<file path="src/rtl/aclock_pkg.sv">
// Shared definitions for the alarm-clock time/alarm setting controller:
// state encoding, mode codes, digit indices and per-digit maxima.
package aclock_pkg;

    typedef enum logic [2:0] {
        ST_IDLE   = 3'd0,
        ST_EDIT_T = 3'd1,
        ST_EDIT_A = 3'd2,
        ST_LOAD_T = 3'd3,
        ST_LOAD_A = 3'd4
    } state_t;

    typedef enum logic [1:0] {
        MODE_IDLE       = 2'd0,
        MODE_EDIT_TIME  = 2'd1,
        MODE_EDIT_ALARM = 2'd2,
        MODE_LOAD       = 2'd3
    } mode_t;

    localparam logic [1:0] DIG_H1 = 2'd0;
    localparam logic [1:0] DIG_H0 = 2'd1;
    localparam logic [1:0] DIG_M1 = 2'd2;
    localparam logic [1:0] DIG_M0 = 2'd3;

    localparam logic [3:0] H1_MAX    = 4'd2;
    localparam logic [3:0] H0_MAX    = 4'd9;
    localparam logic [3:0] H0_MAX_H2 = 4'd3;
    localparam logic [3:0] M1_MAX    = 4'd5;
    localparam logic [3:0] M0_MAX    = 4'd9;

    function automatic logic [3:0] wrap_inc(input logic [3:0] val, input logic [3:0] max);
        return (val >= max) ? 4'd0 : val + 4'd1;
    endfunction

endpackage

</file>
<file path="src/rtl/aclock_digit_inc.sv">
// Combinational per-digit increment with wrap, keeping the edit value at or
// below 23:59 (hour units are clamped when the hour tens digit becomes 2).
module aclock_digit_inc
    import aclock_pkg::*;
(
    input  logic [1:0] sel,
    input  logic [1:0] h1,
    input  logic [3:0] h0,
    input  logic [3:0] m1,
    input  logic [3:0] m0,
    output logic [1:0] h1_nxt,
    output logic [3:0] h0_nxt,
    output logic [3:0] m1_nxt,
    output logic [3:0] m0_nxt
);

    always_comb begin
        h1_nxt = h1;
        h0_nxt = h0;
        m1_nxt = m1;
        m0_nxt = m0;
        case (sel)
            DIG_H1: begin
                h1_nxt = (h1 >= H1_MAX[1:0]) ? 2'd0 : h1 + 2'd1;
                if ((h1_nxt == H1_MAX[1:0]) && (h0 > H0_MAX_H2))
                    h0_nxt = H0_MAX_H2;
            end
            DIG_H0:  h0_nxt = wrap_inc(h0, (h1 == H1_MAX[1:0]) ? H0_MAX_H2 : H0_MAX);
            DIG_M1:  m1_nxt = wrap_inc(m1, M1_MAX);
            default: m0_nxt = wrap_inc(m0, M0_MAX);
        endcase
    end

endmodule

</file>
<file path="src/rtl/aclock_set_ctrl.sv">
// Button-driven editor for clock time and alarm; commits the edited digits to
// the clock core with a held load strobe.
//
// state     | meaning
// ST_IDLE   | no edit in progress, digits hold last value, waits for btn_mode
// ST_EDIT_T | editing the time, btn_next walks H1->H0->M1->M0 then commits
// ST_EDIT_A | editing the alarm, same navigation as ST_EDIT_T
// ST_LOAD_T | LD_time held for LOAD_CYCLES cycles, digits frozen
// ST_LOAD_A | LD_alarm held for LOAD_CYCLES cycles, digits frozen
module aclock_set_ctrl
    import aclock_pkg::*;
#(
    parameter int LOAD_CYCLES    = 10,
    parameter int TIMEOUT_CYCLES = 600
) (
    input  logic       clk,
    input  logic       reset,
    input  logic       btn_mode,
    input  logic       btn_next,
    input  logic       btn_inc,
    output logic [1:0] H_in1,
    output logic [3:0] H_in0,
    output logic [3:0] M_in1,
    output logic [3:0] M_in0,
    output logic       LD_time,
    output logic       LD_alarm,
    output logic [1:0] mode,
    output logic [1:0] digit_sel
);

    localparam int TW = $clog2(TIMEOUT_CYCLES + 1);
    localparam int LW = $clog2(LOAD_CYCLES + 1);
    localparam logic [TW-1:0] TMO_RELOAD = TW'(TIMEOUT_CYCLES - 1);
    localparam logic [LW-1:0] LD_RELOAD  = LW'(LOAD_CYCLES);

    state_t          state;
    logic [TW-1:0]   tmo_cnt;
    logic [LW-1:0]   ld_cnt;

    logic [1:0] h1_nxt;
    logic [3:0] h0_nxt;
    logic [3:0] m1_nxt;
    logic [3:0] m0_nxt;

    aclock_digit_inc u_digit_inc (
        .sel    (digit_sel),
        .h1     (H_in1),
        .h0     (H_in0),
        .m1     (M_in1),
        .m0     (M_in0),
        .h1_nxt (h1_nxt),
        .h0_nxt (h0_nxt),
        .m1_nxt (m1_nxt),
        .m0_nxt (m0_nxt)
    );

    always_ff @(posedge clk or negedge reset) begin
        if (!reset) begin
            state     <= ST_IDLE;
            H_in1     <= '0;
            H_in0     <= '0;
            M_in1     <= '0;
            M_in0     <= '0;
            LD_time   <= 1'b0;
            LD_alarm  <= 1'b0;
            mode      <= MODE_IDLE;
            digit_sel <= DIG_H1;
            tmo_cnt   <= '0;
            ld_cnt    <= '0;
        end else begin
            case (state)
                ST_IDLE: begin
                    if (btn_mode) begin
                        state     <= ST_EDIT_T;
                        mode      <= MODE_EDIT_TIME;
                        H_in1     <= '0;
                        H_in0     <= '0;
                        M_in1     <= '0;
                        M_in0     <= '0;
                        digit_sel <= DIG_H1;
                        tmo_cnt   <= TMO_RELOAD;
                    end
                end

                ST_EDIT_T, ST_EDIT_A: begin
                    // Button priority: mode over next over inc; the timeout
                    // down-counter reloads on any accepted button.
                    if (btn_mode) begin
                        digit_sel <= DIG_H1;
                        if (state == ST_EDIT_T) begin
                            state   <= ST_EDIT_A;
                            mode    <= MODE_EDIT_ALARM;
                            H_in1   <= '0;
                            H_in0   <= '0;
                            M_in1   <= '0;
                            M_in0   <= '0;
                            tmo_cnt <= TMO_RELOAD;
                        end else begin
                            state <= ST_IDLE;
                            mode  <= MODE_IDLE;
                        end
                    end else if (btn_next) begin
                        tmo_cnt <= TMO_RELOAD;
                        if (digit_sel != DIG_M0) begin
                            digit_sel <= digit_sel + 2'd1;
                        end else begin
                            state     <= (state == ST_EDIT_T) ? ST_LOAD_T : ST_LOAD_A;
                            mode      <= MODE_LOAD;
                            digit_sel <= DIG_H1;
                            ld_cnt    <= LD_RELOAD;
                        end
                    end else if (btn_inc) begin
                        tmo_cnt <= TMO_RELOAD;
                        H_in1   <= h1_nxt;
                        H_in0   <= h0_nxt;
                        M_in1   <= m1_nxt;
                        M_in0   <= m0_nxt;
                    end else if (tmo_cnt == '0) begin
                        state     <= ST_IDLE;
                        mode      <= MODE_IDLE;
                        digit_sel <= DIG_H1;
                    end else begin
                        tmo_cnt <= tmo_cnt - TW'(1);
                    end
                end

                ST_LOAD_T, ST_LOAD_A: begin
                    // Strobe rises the cycle after entry and stays for LOAD_CYCLES.
                    if (ld_cnt != '0) begin
                        LD_time  <= (state == ST_LOAD_T);
                        LD_alarm <= (state == ST_LOAD_A);
                        ld_cnt   <= ld_cnt - LW'(1);
                    end else begin
                        LD_time  <= 1'b0;
                        LD_alarm <= 1'b0;
                        state    <= ST_IDLE;
                        mode     <= MODE_IDLE;
                    end
                end

                default: begin
                    state     <= ST_IDLE;
                    mode      <= MODE_IDLE;
                    digit_sel <= DIG_H1;
                    LD_time   <= 1'b0;
                    LD_alarm  <= 1'b0;
                end
            endcase
        end
    end

endmodule

</file>
<file path="config.mk">
export PLATFORM = sky130hd
export DESIGN_NAME = aclock_set_ctrl
export DESIGN_NICKNAME = d
export VERILOG_FILES = /design/src/rtl/aclock_pkg.sv /design/src/rtl/aclock_digit_inc.sv /design/src/rtl/aclock_set_ctrl.sv
export SDC_FILE = /design/constraint.sdc
export NUM_CORES = 1
export LEC_CHECK = 0
export CAP_MARGIN = 20
export CORE_ASPECT_RATIO = 1.5
export CORE_MARGIN = 1
export CORE_UTILIZATION = 30
export DETAILED_ROUTE_END_ITERATION = 10
export GPL_ROUTABILITY_DRIVEN = 0
export GPL_TIMING_DRIVEN = 1
export SLEW_MARGIN = 20
export SYNTH_ARGS = -nofsm -noshare
export SYNTH_HDL_FRONTEND = slang
export SYNTH_SLANG_ARGS = --single-unit
</file>
<file path="constraint.sdc">
create_clock -name clk -period 2.09 [get_ports clk]
set_input_delay 0.418 -clock clk [delete_from_list [all_inputs] [get_ports clk]]
set_output_delay 0.418 -clock clk [all_outputs]
set_load 0.03 [all_outputs]
</file>
==> flow_metrics.py <==
metrics = {
    "synthesis": {
        "synth_warnings": 0,
        "yosysTopAreaCell": "dfrtp_1",
        "synth_common_cells": "dfrtp_1, nand2_1, o21ai_0, a21oi_1, inv_1",
        "syn-num-nets": 267,
        "yosysMostFrequentCell": "dfrtp_1",
        "synth_area_leaders": "dfrtp_1, ha_1, o21ai_0, nand2_1, a21oi_1",
        "synth_edf_count": 0,
        "async_flop_share": 1.00,
        "synth_cell_types": 53,
        "synthCells": 246,
        "syn_area_per_cell_um2": 9.51,
        "synthDominantCellAreaShare": 0.396,
        "netlist_area_um2": 2340,
        "ys.flop_type": "dfrtp_1",
        "seq_area_frac_synth": 0.396,
        "ys_ff_latch": 37,
    },
    "clock_tree": {
        "clk_path_buf_depth": 2,
        "cts_made_buffers": 5,
        "cts.sinks": 37,
        "clk_latency_ns": 0.28,
        "cts_tree": "built",
        "clk_pin_slew_ns": 0.06,
        "htree_levels": 2,
        "ctsHoldBuffers": 0,
        "cts_root_buf": "clkbuf_16",
    },
    "sta": {
        "fmax_ghz": 0.500,
        "grt_setup_unrepaired": "false",
        "min_period_ns": 2.00,
        "drv_slew": 0,
        "setup_slack_ns": 0.0881,
        "finalHoldViolations": 0,
        "finalSetupViolCount": 0,
        "period_share": 0.958,
        "tns_ns": 0,
        "fin_skew_ns": 0.00720,
        "tightest_slew_ns": 0.486,
        "relSlewSlack": 0.676,
    },
    "pwr": {
        "power_density_nw_per_um2": 1110,
        "peakVddDrop_v": 0.000522,
        "leakage_nw": 1.42,
    },
    "setup_path": {
        "crit_type": "in -> reg",
        "path_common_cell": "a21oi_1",
        "worst_path_max_delay_cell": "or4b_2",
        "slowest_delay_ns": 0.67,
        "critPathMaxFanout": 4,
        "crit-reg2reg-capture": "mode[1]",
        "rr_startpoint": "ld_cnt[0]",
        "critical_path.startpoint": "btn_next",
        "regToRegSetupSlack_ns": 0.09,
        "end_kind": "flop",
        "startpoint_type": "input pin",
        "path_cells": "clkdlybuf4s50_1, nor2_1, or4b_2, a21oi_1, a21oi_1",
        "crit_required_ns": 2.24,
        "arrival_ns": 2.15,
        "ff2ff_path_depth": 7,
    },
    "die": {
        "die-height_um": 110,
        "dieArea_um2": 8160,
        "die_w_um": 74.1,
        "pin_count": 25,
        "core.rowCount": 39,
        "core_um2": 7560,
        "start_util": 0.309,
    },
    "routing": {
        "vias": 2023,
        "route.detailed.drc": 1,
        "wire_per_inst_um": 12.9,
        "routed-wl-met2_um": 2940,
        "dr_wl_met3_um": 106,
        "drt_iter0_markers": 82,
        "top_layer": "met4",
        "wl_met1_um": 2240,
        "post_drt_via_cell_ratio": 4.86,
        "ant_nets": 0,
        "drt-pass1-iter-count": 7,
        "wl_um": 5380,
    },
    "global_route": {
        "overflow": 0,
        "grt_pass1_vias": 1964,
        "antenna_found_initial": 0,
        "grt_usage": 0.144,
        "grt_pass1_wl_um": 9080,
        "grt_max_degree": 38,
    },
    "placement": {
        "dp_hpwl_um": 4040,
        "io_buffers": 24,
        "place_ws_ns": -0.278,
        "placedInstanceArea_um2": 2970,
    },
    "flow_run": {
        "max-cap-violations": 0,
    },
    "finish": {
        "drive_above_1_share": 0.242,
        "postLayoutCoreUtil": 0.418,
        "diodes": 0,
        "final_area_um2": 3160,
        "syn_to_final_growth_pct": 35.1,
        "nNetsFinal": 335,
    },
    "outcome": {
        "violations": "DRC",
        "status": "finished with violations",
    },
    "worst_hold_path": {
        "hp-class": "in -> async",
    },
}
-- worst max-delay path by stage --
stage / slack [ns] / cells after the start / endpoint
2_1_floorplan: -0.04 / 7 / mode[1]
3_3_place_gp: -0.22 / 8 / state[0]
3_5_place_dp: -0.28 / 6 / tmo_cnt[7]
4_1_cts: 0.003 / 6 / tmo_cnt[7]
5_1_grt: 0.005 / 7 / mode[1]
6_report: 0.09 / 5 / tmo_cnt[1]
-- logic make-up after synthesis --
| kind of cell | count (synthesis) | share of synthesized area |
|---|---|---|
| compound gates | 72 | 0.200 |
| xor+xnor | 2 | 0.00749 |
| fa+ha+maj | 16 | 0.0856 |
| buf+inv | 24 | 0.0551 |
| flops | 37 | 0.396 |
| mux | 4 | 0.0241 |
| simple gates | 91 | 0.232 |
-- stage by stage --
step	instances	hold slack [ns]	total power, mW
floorplan	246	0.122	2.00
global placement	408	0.499	2.64
detailed placement	408	0.506	2.67
CTS	415	0.209	3.54
global route	416	0.239	3.78
finish	416	0.188	3.52
-- registers in the layout (all words and copies together), names as in the netlist --
name,flops
H_in1,2
H_in0,4
tmo_cnt,10
mode,2
LD_time,1
digit_sel,2
LD_alarm,1
M_in0,4
M_in1,4
state,3
ld_cnt,4
-- routing by layer --
layer	vias up	track usage
met5	-	0
met4	0	0.0646
met3	7	0.0227
met2	28	0.256
met1	959	0.168
li1	1029	-
-- critical path, delay by kind of cell --
| kind | cells | cell delay [ns] |
|---|---|---|
| AO/OA/AOI/OAI | 2 | 0.35 |
| buffers and inverters | 1 | 0.46 |
| AND/OR/NAND/NOR | 2 | 0.92 |
-- power by group --
group	internal, mW	switching, mW
registers	0.850	0.123
logic	0.836	0.868
clock network	0.554	0.285
-- what timing repair did --
action	4_1_cts	5_1_grt
hold endpoints to repair	0	0
pin swaps	0	1
resized for setup	1	7
endpoints found under the setup margin	3	12
setup buffers	0	1
-- placed cells by master (no fill, tap or decap), drive strengths merged, types with 4 or more instances in the layout --
master          n
nor3b           4
nor2           14
a21oi          18
nand2b          6
inv            17
o21ai          21
clkdlybuf4s50  22
nand3           5
nand2          23
ha             16
o2bb2ai         5
buf            45
dfrtp          37
nor2b           7
clkbuf          5
a22o            4
nor4            4
nor3           10
and2            5
mux2            4
-- final cells by class --
cell class,instances,area [um2]
multi-input combinational,185,1320
fill,749,4400
inverter,17,63.8
clock inverter,2,35.0
sequential,37,926
timing repair buffer,68,568
tap,102,128
clock buffer,5,125
(Power assumes the default switching activity.)
